--- config.mk ---
export PLATFORM = sky130hd
export DESIGN_NAME = fetch_stage
export DESIGN_NICKNAME = d
export VERILOG_FILES = /design/src/rtl/fetch_stage.sv
export SDC_FILE = /design/constraint.sdc
export NUM_CORES = 1
export LEC_CHECK = 0
export CORE_MARGIN = 1
export CORE_UTILIZATION = 51
export DETAILED_ROUTE_END_ITERATION = 10
export GPL_ROUTABILITY_DRIVEN = 0
export PLACE_DENSITY = 0.8
export SYNTH_ARGS = -nofsm -noshare
export SYNTH_HDL_FRONTEND = slang
export SYNTH_SLANG_ARGS = --single-unit
--- constraint.sdc ---
create_clock -name clk -period 2.9 [get_ports clk]
set_clock_uncertainty 0.2 [all_clocks]
set_input_delay 0.58 -clock clk [delete_from_list [all_inputs] [get_ports clk]]
set_output_delay 0.58 -clock clk [all_outputs]
set_load 0.02 [all_outputs]
--- src/rtl/fetch_stage.sv ---
// Instruction-fetch stage: owns the fetch PC and issues req/ack fetches to instruction memory.
// Delivers instructions to decode over valid/ready, with a one-entry skid buffer and redirect flush.
module fetch_stage #(
  parameter int unsigned          ADDRESS_SIZE     = 32,
  parameter int unsigned          INSTRUCTION_SIZE = 4,
  parameter int unsigned          DATA_WIDTH       = 32,
  parameter logic [ADDRESS_SIZE-1:0] RESET_VECTOR  = 32'h0
) (
  input  logic                    clk,
  input  logic                    rst_n,
  input  logic                    redirect_valid,
  input  logic [ADDRESS_SIZE-1:0] redirect_pc,
  output logic                    imem_req,
  output logic [ADDRESS_SIZE-1:0] imem_addr,
  input  logic                    imem_ack,
  input  logic [DATA_WIDTH-1:0]   imem_rdata,
  output logic                    if_valid,
  output logic [ADDRESS_SIZE-1:0] if_pc,
  output logic [DATA_WIDTH-1:0]   if_instr,
  input  logic                    id_ready,
  output logic [ADDRESS_SIZE-1:0] fetch_pc
);

  typedef enum logic [1:0] {
    FETCH = 2'd0,
    STALL = 2'd1,
    DROP  = 2'd2
  } state_e;

  state_e state_q, state_d;

  logic                    req_en_q;
  logic [ADDRESS_SIZE-1:0] fetch_pc_q, fetch_pc_d;
  logic [ADDRESS_SIZE-1:0] target_q, target_d;
  logic                    if_valid_q, if_valid_d;
  logic [ADDRESS_SIZE-1:0] if_pc_q, if_pc_d;
  logic [DATA_WIDTH-1:0]   if_instr_q, if_instr_d;
  logic                    skid_valid_q, skid_valid_d;
  logic [ADDRESS_SIZE-1:0] skid_pc_q, skid_pc_d;
  logic [DATA_WIDTH-1:0]   skid_instr_q, skid_instr_d;

  logic                    ack;
  logic                    drain;
  logic                    slot_free;
  logic [ADDRESS_SIZE-1:0] redirect_tgt;
  logic [ADDRESS_SIZE-1:0] pc_inc;

  // Late acks after reset or while idle are ignored by qualifying with our own request.
  assign ack          = imem_ack && imem_req;
  assign drain        = if_valid_q && id_ready;
  assign slot_free    = !if_valid_q || id_ready;
  assign redirect_tgt = redirect_pc & ~ADDRESS_SIZE'(3);
  assign pc_inc       = fetch_pc_q + ADDRESS_SIZE'(INSTRUCTION_SIZE);

  // State register
  always_ff @(posedge clk or negedge rst_n) begin
    if (!rst_n) begin
      state_q <= FETCH;
    end else begin
      state_q <= state_d;
    end
  end

  // Next-state logic
  always_comb begin
    state_d = state_q;
    if (redirect_valid) begin
      case (state_q)
        FETCH:   if (imem_req && !ack) state_d = DROP;
        STALL:   state_d = FETCH;
        // An ack arriving alongside the redirect closes the handshake, so no further drop is needed.
        DROP:    if (ack) state_d = FETCH;
        default: state_d = FETCH;
      endcase
    end else begin
      case (state_q)
        FETCH:   if (ack && !slot_free) state_d = STALL;
        STALL:   if (id_ready) state_d = FETCH;
        DROP:    if (ack) state_d = FETCH;
        default: state_d = FETCH;
      endcase
    end
  end

  // Output logic
  always_comb begin
    imem_req  = req_en_q && (state_q != STALL);
    imem_addr = fetch_pc_q;
  end

  // Datapath next-state
  always_comb begin
    fetch_pc_d   = fetch_pc_q;
    target_d     = target_q;
    if_valid_d   = if_valid_q;
    if_pc_d      = if_pc_q;
    if_instr_d   = if_instr_q;
    skid_valid_d = skid_valid_q;
    skid_pc_d    = skid_pc_q;
    skid_instr_d = skid_instr_q;

    if (redirect_valid) begin
      if_valid_d   = 1'b0;
      skid_valid_d = 1'b0;
      case (state_q)
        FETCH: begin
          if (imem_req && !ack) target_d = redirect_tgt;
          else                  fetch_pc_d = redirect_tgt;
        end
        STALL: fetch_pc_d = redirect_tgt;
        DROP: begin
          if (ack) fetch_pc_d = redirect_tgt;
          else     target_d   = redirect_tgt;
        end
        default: fetch_pc_d = redirect_tgt;
      endcase
    end else begin
      case (state_q)
        FETCH: begin
          if (drain) if_valid_d = 1'b0;
          if (ack) begin
            fetch_pc_d = pc_inc;
            if (slot_free) begin
              if_valid_d = 1'b1;
              if_pc_d    = fetch_pc_q;
              if_instr_d = imem_rdata;
            end else begin
              skid_valid_d = 1'b1;
              skid_pc_d    = fetch_pc_q;
              skid_instr_d = imem_rdata;
            end
          end
        end
        STALL: begin
          if (id_ready) begin
            if_valid_d   = skid_valid_q;
            if_pc_d      = skid_pc_q;
            if_instr_d   = skid_instr_q;
            skid_valid_d = 1'b0;
          end
        end
        DROP: begin
          if (drain) if_valid_d = 1'b0;
          if (ack)   fetch_pc_d = target_q;
        end
        default: ;
      endcase
    end
  end

  always_ff @(posedge clk or negedge rst_n) begin
    if (!rst_n) begin
      req_en_q     <= 1'b0;
      fetch_pc_q   <= RESET_VECTOR;
      target_q     <= '0;
      if_valid_q   <= 1'b0;
      if_pc_q      <= '0;
      if_instr_q   <= '0;
      skid_valid_q <= 1'b0;
      skid_pc_q    <= '0;
      skid_instr_q <= '0;
    end else begin
      req_en_q     <= 1'b1;
      fetch_pc_q   <= fetch_pc_d;
      target_q     <= target_d;
      if_valid_q   <= if_valid_d;
      if_pc_q      <= if_pc_d;
      if_instr_q   <= if_instr_d;
      skid_valid_q <= skid_valid_d;
      skid_pc_q    <= skid_pc_d;
      skid_instr_q <= skid_instr_d;
    end
  end

  assign if_valid = if_valid_q;
  assign if_pc    = if_pc_q;
  assign if_instr = if_instr_q;
  assign fetch_pc = fetch_pc_q;

`ifndef SYNTHESIS
  a_req_held : assert property (@(posedge clk) disable iff (!rst_n)
    imem_req && !imem_ack |=> imem_req && $stable(imem_addr));
  a_out_stable : assert property (@(posedge clk) disable iff (!rst_n)
    if_valid && !id_ready && !redirect_valid |=> if_valid && $stable(if_pc) && $stable(if_instr));
`endif

endmodule
## Word level (Yosys, flattened, before mapping)

Cells that the tools add are included.

| storage, ports and cells | value |
|---|---|
| register bits after elaboration | 197 |
| bits of input ports | 69 |
| output and inout port bits | 130 |
| logic and storage cells | 86 |

| cells by class | value |
|---|---|
| add/sub/neg operators | 1 |
| eq/ne operators | 15 |
| mux-type cells | 36 |
| bitwise logic cells | 2 |
| reductions and logical operators | 22 |

Operator list:

| cell | count |
|---|---|
| $mux W32 | 13 |
| $pmux W32 S2 | 5 |
| $add A32 B3 Y32 const B | 1 |
| $ne A3 B3 Y1 const B | 6 |
| $reduce_and A4 Y1 | 4 |
| $ne A2 B2 Y1 const B | 6 |
| $mux W2 | 5 |
| $mux W1 | 9 |
| $pmux W2 S3 | 1 |
| $reduce_bool A3 Y1 | 2 |
| $logic_and A1 B1 Y1 | 5 |
| $reduce_and A5 Y1 | 1 |
| $pmux W2 S2 | 1 |
| $reduce_bool A2 Y1 | 2 |
| $reduce_bool A4 Y1 | 1 |
| $logic_not A1 Y1 | 3 |
| $pmux W1 S3 | 1 |
| $reduce_and A3 Y1 | 1 |
| $eq A2 B1 Y1 const B | 1 |
| $eq A2 B2 Y1 const B | 1 |
| $logic_not A2 Y1 | 1 |
| $ne A2 B1 Y1 const B | 1 |
| $not A1 Y1 | 2 |
| $pmux W1 S2 | 1 |
| other kinds (2) | 2 |

## Depth between registers and ports, before layout

| logic depth | value |
|---|---|
| word-level depth | 8 |
| gate-level depth with buffers | 10 |
| depth with buffers taken out | 7 |

## Worst setup path before layout

No wires, ideal clock.

| timing path | value |
|---|---|
| path type | register -> register |
| start | register state_q[1] |
| end | register target_q[10] |
| setup time | 125 ps |
| arrival | 1950 ps |
| data required time | 2575 ps |
| setup slack | 625 ps |
| stages on the path, launching flop included | 8 |
| buffers on the path | 2 |
| period minus slack after synthesis | 2275 ps |
| cell sequence | dfrtp_1 inv_1 ha_1 buf_6 nand2b_1 a2111oi_4 buf_2 mux2_2 |

| between the ends | value |
|---|---|
| word-level cells in the longest chain between the ends | 7 |
| elaborated cells between the ends (all ways) | 12 |
| those cells by class | eq/ne: 4; mux: 1; reduce/logical: 7 |

RTL lines:

| what | RTL line | source |
|---|---|---|
| start, declared | 30 | `state_e state_q, state_d;` |
| start signal, assigned | 60 | `state_q <= state_d;` |
| $ne A2 B1 Y1 | 87 | `imem_req = req_en_q && (state_q != STALL);` |
| $logic_and A1 B1 Y1 | 87 |  |
| $logic_and A1 B1 Y1 | 49 | `assign ack = imem_ack && imem_req;` |
| $logic_not A1 Y1 | 107 | `if (imem_req && !ack) target_d = redirect_tgt;` |
| $logic_and A1 B1 Y1 | 107 |  |
| $ne A2 B2 Y1 (no source line) | - |  |
| $reduce_and A4 Y1 (no source line) | - |  |
| end signal, assigned | 165 | `target_q <= target_d;` |
| end, declared | 34 | `logic [ADDRESS_SIZE-1:0] target_q, target_d;` |

Parallel ways exist; a longest one is shown, timed or not.
A chain may end at the register's enable or synchronous reset.

## Worst setup path after layout

| timing path | value |
|---|---|
| start | register state_q[1] |
| end | output imem_req |

| between the ends | value |
|---|---|
| word-level cells in the longest chain between the ends | 2 |

RTL lines:

| what | RTL line | source |
|---|---|---|
| $ne A2 B1 Y1 | 87 |  |
| $logic_and A1 B1 Y1 | 87 |  |
| end, declared | 13 | `output logic imem_req,` |

No other way between the ends.

==> results.ini <==
[run_status]
status = complete, no violations

[grt]
first_global_vias = 6595
grt_pass1_wl_um = 34720
track_usage = 0.2446
antenna_found_initial = 0
grt-ovfl-total = 0
grt_start_max_net_pins = 95

[cells_and_area]
syn2layout_area_growth_pct = 27.94
finalNetCount = 1063
final_cell_count_no_fill = 1228
postLayoutCellArea_um2 = 11800
multi_input_area_um2 = 3953
drive_gt1_frac = 0.1575
n_fill_cell = 1330
diodes = 0
regArea_um2 = 4730

[synth]
ys_warn_count = 0
synth-seq-cells = 189
synthesis.area_um2 = 9221
ys_types = 65
synth-seq-area-share = 0.5129
syn_inst = 841
synth-edff-count = 0
avgSynthCellArea_um2 = 10.96
synth-async-reset-ratio = 1.000
synth_flop_cell = dfrtp_1

[worst_setup_path]
end_kind = output pin
crit_slowest_cell = dfrtp_1
required_ps = 2120
critPathKind = reg -> out
path_buf_inv = 3
r2r_cells = 7
startpoint_type = flip-flop
crit_path_cell_trace = inv_1 > ha_4 > nand2b_1 > inv_1 > dlygate4sd2_1
ff2ff_setup_slack_ps = 260
cp_common_cell = inv_1
critPathArrivalTime_ps = 1970
worst-path-max-fanout = 15
cp_num_cells = 5
path_delay_family = buffers and inverters
max_stage_delay_ps = 430

[power_and_ir_drop]
vdd_drop_max_mv = 0.6484
p_sw_frac = 0.3852
p_leak_nw = 4.848
switchingPower_mw = 4.978
p_clk_frac = 0.181
power_density_nw_per_um2 = 1095
p_comb_frac = 0.432
seqPwrFrac = 0.387
internal_power_mw = 7.943

[die]
die_h_um = 136.5
start_util = 0.5276
dieArea_um2 = 18620
fp.dieW_um = 136.5
core_um2 = 17480
placementRows = 48
io_pins = 199

[clock_tree]
numCtsBuffers = 17
cts_buffer_depth = 2
clk_latency_ps = 430
clock-sinks = 189
cts_tree = done
clk_pin_slew_worst_paths_ps = 70
root_buffer = clkbuf_16
cts_setup_buffers = 0
cts_max_level = 4

[timing]
worstMarginPinSlew_ps = 1088
rsz0062_at_grt = false
hold_viol = 0
final_max_slew_viol_count = 0
post-route-period-util = 0.9499
finalSetupViolCount = 0
fin_tns_setup_ps = 0
relSlewSlack = 0.2688
max_freq_ghz = 0.3630
min_period_ps = 2755

[route]
antenna_left = 0
drtIter0Drc = 399
drtPass1Iterations = 6
vias_per_cell = 5.657
vias = 6947
wl_um = 22170
drc_errors = 0
wire_per_inst_um = 18.05

[place]
dp_hpwl_um = 14960
port_buffers = 190
place_area_um2 = 11190
dpl.cell_count = 1195

[min_path]
min_path_cells = 1
hold_path.class = reg -> reg

[job]
maxCapViolCount = 0

## state kept, by name, indices dropped and copies added, names as in the netlist
| signal | count |
|---|---|
| state_q | 2 |
| if_instr | 32 |
| fetch_pc | 30 |
| skid_pc_q | 30 |
| skid_valid_q | 1 |
| if_pc | 30 |
| target_q | 30 |
| skid_instr_q | 32 |
| if_valid | 1 |
| req_en_q | 1 |
## what timing repair did
action                                  in CTS  in global routing
resized for setup                            1                  0
endpoints found under the setup margin       1                  0
endpoints found under the hold margin       46                  0
hold buffers                                 1                  0
## power groups by stage
stage / registers, mW / clock network [mW] / logic (mW)
after global placement: 4.95 / 0 / 5.46
after CTS: 4.98 / 2.38 / 5.61
after global routing: 5.16 / 2.48 / 6.00
after floorplan: 5.40 / 0 / 2.80
after detailed placement: 5.03 / 0 / 5.58
final: 5.00 / 2.34 / 5.58
## path summary, 6_finish.rpt
| path | start | to |
|---|---|---|
| min in group asynchronous | rst_n | if_instr[24] |
| setup / recovery | state_q[1] | imem_req |
| hold / removal | skid_pc_q[17] | skid_pc_q[17] |
| hold reg to reg | skid_pc_q[17] | skid_pc_q[17] |
| max in group asynchronous | rst_n | if_instr[16] |
| setup reg to reg | state_q[1] | fetch_pc[23] |
## layout make-up
class | instances | share of cell area
clock buffers | 20 | 0.03871
clock inverters | 12 | 0.01177
inverters | 9 | 0.002863
multi-input cells | 555 | 0.3350
flip-flops and latches | 189 | 0.4009
well taps | 225 | 0.02386
repair buffers | 218 | 0.1869
## per-layer routing
layer	track usage	vias up	share of wire
met4	0.09074	0	0.018
met2	0.3838	281	0.47
met3	0.05108	35	0.076
met1	0.3332	3370	0.44
met5	0	-	0
li1	-	3261	-
## per-stage QoR
stage | util | worst slack, ps | total power [mW] | hold WS (ps)
6_report | 0.6750 | 145.3 | 12.92 | 287.2
4_1_cts | 0.6750 | 136.4 | 12.97 | 291.1
3_3_place_gp | 0.6405 | 100.8 | 10.41 | 267.9
3_5_place_dp | 0.6405 | 64.80 | 10.61 | 275.8
5_1_grt | 0.6750 | 23.93 | 13.65 | 313.3
2_1_floorplan | - | 625.1 | 8.203 | 84.41
## worst register-to-register path, cell delays in order (launching register included)
cell,delay [ps]
dfrtp_1,420
inv_1,110
ha_4,250
nand3b_2,330
nor3_1,880
a32o_1,220
a21oi_1,50
o21ai_0,100
## cells in the final DEF (no fill, tap or decap), types with 3 or more instances in the layout
master,count
dfrtp_1,189
clkdlybuf4s50_1,188
nor2_1,95
a21oi_1,91
mux2_2,84
mux2i_1,65
o21ai_0,36
nand2_1,32
buf_4,20
clkbuf_16,17
nand4_1,13
nand3_1,13
xor2_1,12
inv_1,8
and3_1,8
a32o_1,8
mux2_1,7
o211ai_1,7
conb_1,7
buf_12,7
nor3_1,6
clkinv_4,6
nand2b_1,4
a221o_1,4
a22o_1,4
nor4_1,3
a31oi_1,3
xnor2_1,3
a211oi_1,3
o22ai_1,3
ha_1,3
clkbuf_8,3
## cell usage after synthesis, types with 3 or more instances
cell type | number | area [µm²]
mux2_2 | 84 | 945.9
nor3_1 | 6 | 30.03
nor4_1 | 3 | 18.77
xnor2_1 | 3 | 26.28
clkbuf_1 | 15 | 56.30
buf_2 | 26 | 130.1
nand3_1 | 13 | 65.06
dfrtp_1 | 189 | 4730
nand2_1 | 32 | 120.1
o211ai_1 | 7 | 52.55
a22o_1 | 4 | 35.03
ha_1 | 4 | 50.05
and3_1 | 8 | 50.05
a21oi_1 | 91 | 455.4
buf_1 | 7 | 26.28
a211oi_1 | 3 | 22.52
mux2_1 | 7 | 78.83
a32o_1 | 8 | 80.08
xor2_1 | 12 | 105.1
nand2b_1 | 4 | 25.02
a31oi_1 | 3 | 18.77
nor2_1 | 95 | 356.6
o21ai_0 | 36 | 180.2
inv_1 | 8 | 30.03
nand4_1 | 13 | 81.33
buf_4 | 43 | 322.8
mux2i_1 | 65 | 650.6
a221o_1 | 4 | 40.04
o22ai_1 | 3 | 18.77
## logic make-up after synthesis
family,share of synthesized area
AOI/OAI and AO/OA,0.1199
xor gates and xnor gates,0.01425
adders and majority gates,0.005428
buffers and inverters,0.06350
DFF,0.5129
muxes,0.1817
other,0.0008144
and+or+nand+nor,0.1015
No activity file was read; power rests on OpenSTA's default activity.
